### config.mk
export PLATFORM = sky130hd
export DESIGN_NAME = pcpi_initiator
export DESIGN_NICKNAME = d
export VERILOG_FILES = /design/src/rtl/pcpi_pkg.sv /design/src/rtl/pcpi_watchdog.sv /design/src/rtl/pcpi_initiator.sv
export SDC_FILE = /design/constraint.sdc
export NUM_CORES = 1
export LEC_CHECK = 0
export BUFFER_PORTS_ARGS = -buffer_cell sky130_fd_sc_hd__buf_4
export CAP_MARGIN = 25
export CORE_ASPECT_RATIO = 0.75
export CORE_UTILIZATION = 43
export DETAILED_ROUTE_END_ITERATION = 6
export PLACE_DENSITY = 0.77
export SYNTH_ARGS = -nofsm -noshare
export SYNTH_HDL_FRONTEND = slang
export SYNTH_SLANG_ARGS = --single-unit
### constraint.sdc
create_clock -name clk -period 1.8 [get_ports clk]
set_input_delay 0.36 -clock clk [delete_from_list [all_inputs] [get_ports clk]]
set_output_delay 0.36 -clock clk [all_outputs]
set_load 0.02 [all_outputs]
### src/rtl/pcpi_pkg.sv
// pcpi_pkg: definitions shared by the PCPI initiator, its watchdog and the
// coprocessor/test code that builds instruction words.
//   pcpi_init_state_t : initiator FSM encoding (IDLE / ISSUE / RESP)
//   OPC_* / F7_* / F3_* : RISC-V opcode, funct7 and funct3 values used by the
//                         M-extension and custom-instruction coprocessors
//   rtype()            : assembles an R-type instruction word
package pcpi_pkg;

  typedef enum logic [1:0] {
    IDLE  = 2'b00,
    ISSUE = 2'b01,
    RESP  = 2'b10
  } pcpi_init_state_t;

  localparam logic [6:0] OPC_OP      = 7'b0110011;
  localparam logic [6:0] OPC_CUSTOM0 = 7'b0001011;
  localparam logic [6:0] F7_MULDIV   = 7'b0000001;

  localparam logic [2:0] F3_MUL    = 3'b000;
  localparam logic [2:0] F3_MULH   = 3'b001;
  localparam logic [2:0] F3_MULHSU = 3'b010;
  localparam logic [2:0] F3_MULHU  = 3'b011;
  localparam logic [2:0] F3_DIV    = 3'b100;
  localparam logic [2:0] F3_DIVU   = 3'b101;
  localparam logic [2:0] F3_REM    = 3'b110;
  localparam logic [2:0] F3_REMU   = 3'b111;

  // Build an R-type word: funct7 | rs2 | rs1 | funct3 | rd | opcode.
  function automatic logic [31:0] rtype(input logic [6:0] funct7,
                                        input logic [4:0] rs2,
                                        input logic [4:0] rs1,
                                        input logic [2:0] funct3,
                                        input logic [4:0] rd,
                                        input logic [6:0] opcode);
    return {funct7, rs2, rs1, funct3, rd, opcode};
  endfunction

endpackage

### src/rtl/pcpi_watchdog.sv
// pcpi_watchdog: no-claim timeout counter for the PCPI initiator.
// Counts consecutive enabled cycles with busy low; any busy cycle restarts
// the count. expired is high in the cycle where the count has reached
// TIMEOUT-1 and busy is still low, i.e. the TIMEOUT-th unclaimed cycle.
//   clk, resetn : clock, asynchronous active-low reset
//   clr         : synchronous clear (new instruction accepted)
//   en          : count enable (instruction offered)
//   busy        : OR of responder busy lines
//   expired     : unclaimed-instruction indication
module pcpi_watchdog
  import pcpi_pkg::*;
#(
  parameter int TIMEOUT = 16
) (
  input  logic clk,
  input  logic resetn,
  input  logic clr,
  input  logic en,
  input  logic busy,
  output logic expired
);

  localparam logic [7:0] LAST = 8'(TIMEOUT - 1);

  logic [7:0] cnt_q;
  logic [7:0] cnt_d;

  // Next count: clear on new instruction, restart on busy, else count up.
  always_comb begin
    cnt_d = cnt_q;
    if (clr) begin
      cnt_d = 8'd0;
    end else if (en) begin
      if (busy) begin
        cnt_d = 8'd0;
      end else if (cnt_q != 8'hFF) begin
        cnt_d = cnt_q + 8'd1;
      end else begin
        cnt_d = cnt_q;
      end
    end else begin
      cnt_d = cnt_q;
    end
  end

  // Counter register.
  always_ff @(posedge clk or negedge resetn) begin
    if (!resetn) begin
      cnt_q <= 8'd0;
    end else begin
      cnt_q <= cnt_d;
    end
  end

  assign expired = en && !busy && (cnt_q == LAST);

endmodule

### src/rtl/pcpi_initiator.sv
// pcpi_initiator: master side of the PCPI coprocessor interface.
// Takes one instruction + two operands on a valid/ready request port, offers
// it to PCPI responders, waits for pcpi_ready (or traps after TIMEOUT
// unclaimed cycles) and returns the result on a valid/ready response port.
//   clk, resetn                      : clock, asynchronous active-low reset
//   req_valid/req_ready              : request handshake
//   req_insn/req_rs1/req_rs2         : instruction and operands
//   pcpi_valid/insn/rs1/rs2 (out)    : instruction offered to responders
//   pcpi_wr/rd/busy/ready (in)       : responder result and status
//   resp_valid/resp_ready            : response handshake
//   resp_rd/resp_wr/resp_trap        : captured result, trap = unclaimed
//   resp_cycles                      : cycles pcpi_valid was high (saturating)
// Every output comes straight from a flop.
module pcpi_initiator
  import pcpi_pkg::*;
#(
  parameter int TIMEOUT = 16,
  parameter int CYC_W   = 16
) (
  input  logic             clk,
  input  logic             resetn,
  input  logic             req_valid,
  output logic             req_ready,
  input  logic [31:0]      req_insn,
  input  logic [31:0]      req_rs1,
  input  logic [31:0]      req_rs2,
  output logic             pcpi_valid,
  output logic [31:0]      pcpi_insn,
  output logic [31:0]      pcpi_rs1,
  output logic [31:0]      pcpi_rs2,
  input  logic             pcpi_wr,
  input  logic [31:0]      pcpi_rd,
  input  logic             pcpi_busy,
  input  logic             pcpi_ready,
  output logic             resp_valid,
  input  logic             resp_ready,
  output logic [31:0]      resp_rd,
  output logic             resp_wr,
  output logic             resp_trap,
  output logic [CYC_W-1:0] resp_cycles
);

  localparam logic [CYC_W-1:0] CYC_MAX = {CYC_W{1'b1}};
  localparam logic [CYC_W-1:0] CYC_ONE = {{(CYC_W-1){1'b0}}, 1'b1};

  pcpi_init_state_t state_q, state_d;

  logic             req_ready_q, req_ready_d;
  logic             pcpi_valid_q, pcpi_valid_d;
  logic             resp_valid_q, resp_valid_d;
  logic [31:0]      insn_q, insn_d;
  logic [31:0]      rs1_q, rs1_d;
  logic [31:0]      rs2_q, rs2_d;
  logic [31:0]      rd_q, rd_d;
  logic             wr_q, wr_d;
  logic             trap_q, trap_d;
  logic [CYC_W-1:0] cyc_q, cyc_d;

  logic wd_clr;
  logic wd_en;
  logic wd_expired;

  pcpi_watchdog #(
    .TIMEOUT (TIMEOUT)
  ) u_watchdog (
    .clk     (clk),
    .resetn  (resetn),
    .clr     (wd_clr),
    .en      (wd_en),
    .busy    (pcpi_busy),
    .expired (wd_expired)
  );

  // Next-state, datapath capture and registered-output decode.
  always_comb begin
    state_d = state_q;
    insn_d  = insn_q;
    rs1_d   = rs1_q;
    rs2_d   = rs2_q;
    rd_d    = rd_q;
    wr_d    = wr_q;
    trap_d  = trap_q;
    cyc_d   = cyc_q;
    wd_clr  = 1'b0;
    wd_en   = 1'b0;

    case (state_q)
      IDLE: begin
        // req_ready_q gates acceptance so nothing is taken in the first
        // cycle after reset release, while req_ready is still low.
        if (req_valid && req_ready_q) begin
          insn_d  = req_insn;
          rs1_d   = req_rs1;
          rs2_d   = req_rs2;
          cyc_d   = {CYC_W{1'b0}};
          wd_clr  = 1'b1;
          state_d = ISSUE;
        end else begin
          state_d = IDLE;
        end
      end
      ISSUE: begin
        wd_en = 1'b1;
        cyc_d = (cyc_q == CYC_MAX) ? cyc_q : cyc_q + CYC_ONE;
        // A ready in the same cycle as expiry wins over the trap.
        if (pcpi_ready) begin
          rd_d    = pcpi_rd;
          wr_d    = pcpi_wr;
          trap_d  = 1'b0;
          state_d = RESP;
        end else if (wd_expired) begin
          rd_d    = 32'h0000_0000;
          wr_d    = 1'b0;
          trap_d  = 1'b1;
          state_d = RESP;
        end else begin
          state_d = ISSUE;
        end
      end
      RESP: begin
        if (resp_ready) begin
          state_d = IDLE;
        end else begin
          state_d = RESP;
        end
      end
      default: begin
        state_d = IDLE;
      end
    endcase

    req_ready_d  = (state_d == IDLE);
    pcpi_valid_d = (state_d == ISSUE);
    resp_valid_d = (state_d == RESP);
  end

  // State, handshake flags and datapath registers.
  always_ff @(posedge clk or negedge resetn) begin
    if (!resetn) begin
      state_q      <= IDLE;
      req_ready_q  <= 1'b0;
      pcpi_valid_q <= 1'b0;
      resp_valid_q <= 1'b0;
      insn_q       <= 32'h0000_0000;
      rs1_q        <= 32'h0000_0000;
      rs2_q        <= 32'h0000_0000;
      rd_q         <= 32'h0000_0000;
      wr_q         <= 1'b0;
      trap_q       <= 1'b0;
      cyc_q        <= {CYC_W{1'b0}};
    end else begin
      state_q      <= state_d;
      req_ready_q  <= req_ready_d;
      pcpi_valid_q <= pcpi_valid_d;
      resp_valid_q <= resp_valid_d;
      insn_q       <= insn_d;
      rs1_q        <= rs1_d;
      rs2_q        <= rs2_d;
      rd_q         <= rd_d;
      wr_q         <= wr_d;
      trap_q       <= trap_d;
      cyc_q        <= cyc_d;
    end
  end

  assign req_ready   = req_ready_q;
  assign pcpi_valid  = pcpi_valid_q;
  assign pcpi_insn   = insn_q;
  assign pcpi_rs1    = rs1_q;
  assign pcpi_rs2    = rs2_q;
  assign resp_valid  = resp_valid_q;
  assign resp_rd     = rd_q;
  assign resp_wr     = wr_q;
  assign resp_trap   = trap_q;
  assign resp_cycles = cyc_q;

endmodule

==> summary.txt, run 1 <==
=========================================================================================
Worst-path cell with the longest stage delay                                        or4_4
IO Port Bufs                                                                          283
Total Routed Length                                                              18600 um
Number of nets in the finished design                                                1105
Post-route setup TNS                                                                 0 ns
Least-Margin Pin Slew                                                            0.457 ns
Effective utilization at floorplan                                                  44.3%
Highest attainable clock frequency                                              0.556 GHz
Maximum cell stage delay along the critical path                                  0.55 ns
Launching element type of the critical path                                     flip-flop
Fraction of the mapped netlist area in compound gates                               10.2%
Yosys top cell by area                                                            dfrtp_1
Req. time, crit path                                                              2.10 ns
Detail-routed via count per cell                                                     4.97
Setup repair after global routing missed its margin                                  true
Worst ir drop on vdd                                                              1.02 mV
I/O pin cnt                                                                           284
Cell area after synthesis                                                    0.00642 mm^2
Post-synthesis to final-layout area growth                                          51.9%
Number of antenna violations at the first check in global routing                       0
Clock tree from TritonCTS                                                             yes
Part of the cycle the worst path needs                                              99.8%
Commonest register cell after synthesis                                           dfrtp_1
Skew-Pair Late Insertion Delay                                                    0.42 ns
Number of global-route vias before repair                                            5607
Result of the run                                                            complete, no violations
Global route overflow                                                                   0
Total power divided by cell area                                             1800 mW/mm^2
Leakage                                                                           5.17 nW
Post-synthesis cell type count                                                         43
Number of standard cells after synthesis                                              663
Capturing element type of the critical path                                     flip-flop
Number of buffers added by the clock tree synthesis step                               17
Critical Path, Cell by Cell                                                  or4_4, o31ai_4, nand2_4, buf_12, a22o_1
Worst Setup Path Type                                                        flip-flop to flip-flop
Core Area                                                                     0.0145 mm^2
Multiplexer area fraction after synthesis                                          0.156%
H-Tree Depth                                                                            4
Most repeated cell in the gate-level netlist after synthesis                      nand2_1
Diode count                                                                             0
Final Setup Violations                                                                  0
Final Max Tran Viols                                                                    0
Largest family of logic cells by synthesized area                            simple AND/OR/NAND/NOR gates
Worst endpoint data arrival time                                                  2.10 ns
Proportion of register bits with asynchronous set or reset after synthesis           100%
Length in cells of the worst reg-to-reg path                                            5
Detailed router's first-iteration violation count                                     370
Die Wd                                                                             143 um
Number of remaining DRC errors                                                          0
Maximum clock path buffer count                                                         2
Antenna-violating nets left                                                             0
Peak fanout along the critical path                                                    35
Xor/xnor cell area share of the yosys netlist                                          0%
Cells taking the most area after synthesis                                   dfrtp_1 (62%), nand2_1 (18%), a22o_1 (4.5%)
Register bit count reported by yosys                                                  159
Final routed wire length divided by cell count                                    15.8 um
Simple-gate share of the synthesized area                                           24.4%
Clk root buf                                                                    clkbuf_16
Total number of vias                                                                 5870
Most instantiated cells after synthesis                                      nand2_1 (301), dfrtp_1 (159), clkbuf_1 (34)
Post-synth EDFFs                                                                        0
Normalized max-slew margin                                                          69.2%
Global-route wire length before repair                                           28800 um
# clock sinks                                                                         159
Placer's final routability congestion estimate                                      0.853
Adder-cell area share of the yosys netlist                                         0.390%
Syn Nets                                                                              800
Clock-pin slew of the registers on the worst-case setup and hold paths            0.07 ns
Worst hold path depth                                                                   3
Yosys Warn Count                                                                        0
Largest net degree at the start of global routing                                      50
Top-area cell type share of the netlist area                                        61.9%
Overall fraction of global-route tracks in use                                      24.6%
Die Height                                                                         108 um
Class of the tightest hold or removal check                                  input pin to flip-flop
Min cycle time layout                                                             1.80 ns
HPWL reported at the end of detailed placement                                   13000 um
Share of the yosys chip area belonging to registers                                 61.9%
Count of standard-cell rows                                                            38
Total Die Area                                                                0.0154 mm^2
Worst hold slack after final layout                                              0.123 ns
Number of endpoints with negative hold slack in the final report                        0
Final worst clock skew                                                         0.00953 ns
Detailed-router iteration count before antenna repair                                   6
Layout cell share with drive strength beyond 1                                      38.0%
Max-Cap Viols                                                                           0
Syn Area/Cell                                                                   9.69 um^2
=========================================================================================
-- final timing paths --
kind                                                  from  slack [ns]                    endpoint
hold reg to reg                    pcpi_rs1[1]$_DFFE_PN0N_        0.47     pcpi_rs1[1]$_DFFE_PN0N_
setup / recovery           u_watchdog.cnt_q[6]$_DFFE_PN0P_       0.003      resp_rd[2]$_DFFE_PN0P_
min in group asynchronous                           resetn        0.37  resp_cycles[4]$_DFFE_PN0P_
max in group asynchronous                           resetn        0.90      resp_rd[6]$_DFFE_PN0P_
hold / removal                                 req_insn[7]        0.12    pcpi_insn[7]$_DFFE_PN0N_
setup reg to reg           u_watchdog.cnt_q[6]$_DFFE_PN0P_       0.003      resp_rd[2]$_DFFE_PN0P_
-- flip-flops by register name, indices dropped and copies added (netlist names) --
name and flops:
pcpi_insn 32, pcpi_rs1 32, pcpi_rs2 32, resp_rd 32, resp_cycles 16, u_watchdog.cnt_q 8
state_q 2, pcpi_valid 1, req_ready 1, resp_trap 1, resp_valid 1, resp_wr 1
-- where the power goes --
group,switching (mW),internal [mW]
registers,0.900,5.09
clock network,1.45,2.42
logic,4.41,3.27
total,6.75,10.8
-- worst max-delay path, delay by kind of cell (launching register included) --
family / cells / cell delay [ns]
and+or+nand+nor: 2 / 0.63
AOI/OAI and AO/OA: 2 / 0.49
DFF: 1 / 0.38
buffers and inverters: 1 / 0.17
-- per-layer routing --
metal,GRT usage [%],vias to the layer above,part of all wire (%)
li1,-,2822,-
met1,31.5,2777,41
met2,38.6,248,48
met3,8.81,23,9.9
met4,8.37,0,1.6
met5,0,-,0
-- layout by cell type (no fill, tap or decap), types with 3 or more instances in the layout --
master,n
and3_1,3
a31oi_1,5
nor3b_1,3
o21ai_0,18
o311ai_0,6
a22o_1,33
a21oi_1,5
nor3_1,3
nand4_1,5
nand2b_1,3
nand3_1,17
clkinv_4,3
buf_12,9
or3_1,3
nand2_1,301
buf_4,314
o211ai_1,9
inv_6,3
clkbuf_16,17
nor2_1,11
bufinv_16,4
dfrtp_1,157
-- final cells by class --
class                   instances  area, um^2
fillers                      1128        4740
flip-flops and latches        159        3980
repair buffers                325        2560
multi-input cells             463        2320
clock buffers                  21         460
well taps                     200         250
clock inverters                11         178
inverters                       2        7.51
-- timing repair --
action	CTS	global route
resized for setup	1	7
hold endpoints to repair	18	0
setup endpoints to repair	10	48
pin swaps	1	2
buffers inserted	0	2
hold buffers	1	0
-- through the flow --
| step | setup WS, ns | instance area, um^2 | cells | utilization, % | power [mW] |
|---|---|---|---|---|---|
| 2_1_floorplan | 0.00292 | 6430 | 663 | - | 10.0 |
| 3_3_place_gp | -0.0720 | 9070 | 1146 | 62.5 | 13.5 |
| 3_5_place_dp | -0.111 | 9070 | 1146 | 62.5 | 13.7 |
| 4_1_cts | -0.00826 | 9730 | 1179 | 67.1 | 17.7 |
| 5_1_grt | -0.0565 | 9760 | 1181 | 67.3 | 18.6 |
| 6_report | 0.00289 | 9760 | 1181 | 67.3 | 17.5 |
-- cells by family (layout without fill, tap and decap cells) --
kind of cell             Yosys count  after routing
AND/OR/NAND/NOR                  374            374
flip-flops                       159            159
AO/OA/AOI/OAI                     86             86
buffers and inverters             41            359
adder cells (fa/ha/maj)            2              2
multiplexers                       1              1
Power figures use the tool's default switching activity.
==> inputs of run 2 (changes only) <==
Settings changed: ABC_AREA set to 1, PLACE_DENSITY 0.77 to 0.76.
==> run 2 against run 1 <==
Compared with the run above: non-clock buffer count shrank 20; first-iteration DRC count grew 2.4%; wire length rose by 3.0%; largest power group unchanged.
==> summary.txt, run 2 <==
=========================================================================================
Number of remaining DRC errors                                                          0   unchanged
Normalized max-slew margin                                                          67.2%   -2.1 points
# clock sinks                                                                         159   unchanged
Total Die Area                                                                0.0159 mm^2   +2.7%
Bufs and invs on worst path                                                             2   +1
Number of standard cells after synthesis                                              790   +19%
End of the worst hold path                                                   pcpi_insn[1]$_DFFE_PN0N_
Number of buffers added by the clock tree synthesis step                               17   unchanged
Leakage                                                                           5.39 nW   +4.2%
Combinational share of power                                                        44.3%   +0.5 points
Post-detailed-placement cell area                                            0.00901 mm^2   -0.66%
Min cycle time layout                                                             1.64 ns   -0.155 ns
Result of the run                                                            complete, no violations
Syn Area/Cell                                                                   8.36 um^2   -14%
Cells taking the most area after synthesis                                   dfrtp_1 (60%), nand2_1 (25%), nand3_1 (4.8%)
Die Height                                                                         109 um   +1.3%
H-Tree Depth                                                                            4   unchanged
Endpoint of the lowest-slack register-to-register path                       resp_cycles[7]$_DFFE_PN0P_
Total Routed Length                                                              19200 um   +3.0%
I/O pin cnt                                                                           284   unchanged
Number of antenna violations at the first check in global routing                       0   unchanged
Total power divided by cell area                                             1810 mW/mm^2   +0.92%
Length in cells of the worst reg-to-reg path                                           10   +5
Proportion of register bits with asynchronous set or reset after synthesis           100%   unchanged
Sequential power share                                                              34.7%   +0.5 points
Part of the cycle the worst path needs                                              91.2%   -8.6 points
Detail-routed via count per cell                                                     4.76   -4.2%
Most common library cell in the layout ignoring fill and taps                     nand2_1
Least-Margin Pin Slew                                                            0.492 ns   +0.0351 ns
Clock tree from TritonCTS                                                             yes
Final Setup Violations                                                                  0   unchanged
R2r setup slk                                                                     0.16 ns   +0.15 ns
Most frequent cells in the layout                                            nand2_1 (433), buf_4 (299), dfrtp_1 (157)
Area taken by multi-input logic gates                                        0.00238 mm^2   +2.3%
Antenna-violating nets left                                                             0   unchanged
Capturing element type of the critical path                                     flip-flop
Register bit count reported by yosys                                                  159   unchanged
Class of the tightest hold or removal check                                  input pin to flip-flop
Top-area cell type share of the netlist area                                        60.3%   -1.7 points
Worst hold path depth                                                                   3   unchanged
Final worst clock skew                                                          0.0138 ns   +0.00432 ns
Detailed router's first-iteration violation count                                     379   +2.4%
Internal power contribution                                                       10.3 mW   -4.6%
Post-synthesis to final-layout area growth                                          46.1%
Layout cell share with drive strength beyond 1                                      32.1%   -5.9 points
Number of nets in the finished design                                                1216   +10%
Startpoint of the lowest-slack register-to-register path                     resp_cycles[0]$_DFFE_PN0P_
Largest net degree at the start of global routing                                      90   +80%
Source of the worst hold timing path                                          req_insn[1]
Core Area                                                                     0.0147 mm^2   +1.6%
Placer's final routability congestion estimate                                      0.875   +2.6%
Worst ir drop on vdd                                                              1.05 mV   +2.3%
Die Wd                                                                             145 um   +1.4%
Share of total power in the clock network                                           21.0%   -1.0 points
Number of fill cells                                                                 1243   +10%
Most repeated cell in the gate-level netlist after synthesis                      nand2_1
Cell area after synthesis                                                    0.00660 mm^2   +2.8%
Worst Setup Path Type                                                        flip-flop to flip-flop
Skew-Pair Late Insertion Delay                                                    0.41 ns   about the same
Number of global-route vias before repair                                            6022   +7.4%
Commonest register cell after synthesis                                           dfrtp_1
Yosys top cell by area                                                            dfrtp_1
Detailed-router iteration count before antenna repair                                   5   -1
Share of the yosys chip area belonging to registers                                 60.3%   -1.7 points
Global route overflow                                                                   0   unchanged
Count of standard-cell rows                                                            38   unchanged
Clock-pin slew of the registers on the worst-case setup and hold paths            0.07 ns   about the same
Sw Share                                                                            41.2%   +2.7 points
Launching element type of the critical path                                     flip-flop
Total number of vias                                                                 6151   +4.8%
Post-route setup TNS                                                                 0 ns   unchanged
Most instantiated cells after synthesis                                      nand2_1 (433), dfrtp_1 (159), nand3_1 (63)
Max-Cap Viols                                                                           0   unchanged
Peak fanout along the critical path                                                    13   -63%
Maximum clock path buffer count                                                         2   unchanged
Req. time, crit path                                                              2.14 ns   +0.04 ns
Maximum cell stage delay along the critical path                                  0.42 ns   -0.13 ns
Global-route wire length before repair                                           30200 um   +4.7%
Worst endpoint data arrival time                                                  1.98 ns   -0.12 ns
Clk root buf                                                                    clkbuf_16
P_sw                                                                              7.20 mW   +6.6%
Overall fraction of global-route tracks in use                                      24.5%   -0.15 points
Setup repair after global routing missed its margin                                 false
Critical Path, Cell by Cell                                                  ha_1, nand3_1, inv_2, nand2_2, nor2_4, nand2_2, nand2_4, buf_4, nand3_1, nand2_1
Family of cells with the greatest summed delay on the critical path          simple AND/OR/NAND/NOR gates
Effective utilization at floorplan                                                  44.8%   +0.49 points
Post-synth EDFFs                                                                        0   unchanged
Number of endpoints with negative hold slack in the final report                        0   unchanged
Highest attainable clock frequency                                              0.609 GHz   +9.4%
Syn Nets                                                                              927   +16%
Final non-filler cell area                                                   0.00965 mm^2   -1.2%
Final Max Tran Viols                                                                    0   unchanged
Worst-path cell with the longest stage delay                                      dfrtp_2
Final routed wire length divided by cell count                                    14.9 um   -5.8%
HPWL reported at the end of detailed placement                                   13700 um   +5.4%
Post-synthesis cell type count                                                         26   -40%
Yosys Warn Count                                                                        0   unchanged
IO Port Bufs                                                                          283   unchanged
Area taken by flip-flops and latches                                         0.00398 mm^2   unchanged
Diode count                                                                             0   unchanged
=========================================================================================
[run 2: stage by stage]
| stage | setup slack, ns | power, mW | hold WS, ns | cells | utilization, % |
|---|---|---|---|---|---|
| after floorplan | 0.218 | 10.2 | 0.0644 | 790 | - |
| after global placement | 0.182 | 13.7 | 0.336 | 1257 | 61.1 |
| after detailed placement | 0.119 | 13.8 | 0.337 | 1257 | 61.1 |
| after CTS | 0.0915 | 17.5 | 0.118 | 1290 | 65.3 |
| after global routing | 0.00572 | 18.6 | 0.116 | 1292 | 65.4 |
| final | 0.158 | 17.5 | 0.132 | 1292 | 65.4 |
[run 2: layout make-up]
cell class | count | area share (%)
Tap cell | 200 | 2.59
Clock inverter | 12 | 1.53
Inverter | 23 | 0.895
Clock buffer | 20 | 4.73
Sequential cell | 159 | 41.3
Multi-Input combinational cell | 573 | 24.6
Timing Repair Buffer | 305 | 24.3
[run 2: worst max path at each step]
stage                                           end                             from  slack [ns]  depth (start not counted)
floorplan               resp_cycles[13]$_DFFE_PN0P_       resp_cycles[0]$_DFFE_PN0P_        0.22                         10
global placement        resp_cycles[13]$_DFFE_PN0P_       resp_cycles[0]$_DFFE_PN0P_        0.18                         10
detailed placement       resp_cycles[9]$_DFFE_PN0P_       resp_cycles[0]$_DFFE_PN0P_        0.12                         10
CTS                      resp_cycles[9]$_DFFE_PN0P_       resp_cycles[0]$_DFFE_PN0P_        0.09                         10
global route        u_watchdog.cnt_q[0]$_DFFE_PN0P_  u_watchdog.cnt_q[0]$_DFFE_PN0P_       0.006                          9
finish                   resp_cycles[7]$_DFFE_PN0P_       resp_cycles[0]$_DFFE_PN0P_        0.16                         10
[run 2: power by group through the flow]
stage               Clock, mW  Sequential [mW]  Combinational (mW)
finish                   3.67             6.07                7.73
global route             3.90             6.26                8.42
CTS                      3.72             6.06                7.75
detailed placement          0             6.01                7.79
global placement            0             6.04                7.62
floorplan                   0             7.71                2.51
[run 2: kinds of logic (layout without fill, tap and decap cells)]
logic type                 after synthesis  after routing  synth area share (%)
AOI/OAI and AO/OA                       18             18                  1.50
DFF                                    159            159                  60.3
adders and majority gates                2              2                 0.379
xor gates and xnor gates                 4              4                 0.531
and+or+nand+nor                        549            549                  33.3
buffers and inverters                   58            360                  3.98
[run 2: what timing repair did]
action,CTS,global route
hold buffers,1,0
resized for setup,0,3
buffers inserted,0,2
hold endpoints to repair,42,0
endpoints found under the setup margin,0,9
[run 2: layer usage]
metal | vias up | track usage, % | share of wire (%)
met2 | 240 | 36.5 | 45
met3 | 30 | 8.84 | 8.4
met1 | 2857 | 33.3 | 45
li1 | 3024 | - | -
met4 | 0 | 8.12 | 1.9
met5 | - | 0 | 0
[run 2: worst register-to-register path: stages (launching register included)]
cell and delay [ns]:
dfrtp_2 0.42, ha_1 0.21, nand3_1 0.11, inv_2 0.08, nand2_2 0.09, nor2_4 0.11, nand2_2 0.07, nand2_4 0.15
buf_4 0.17, nand3_1 0.08, nand2_1 0.09
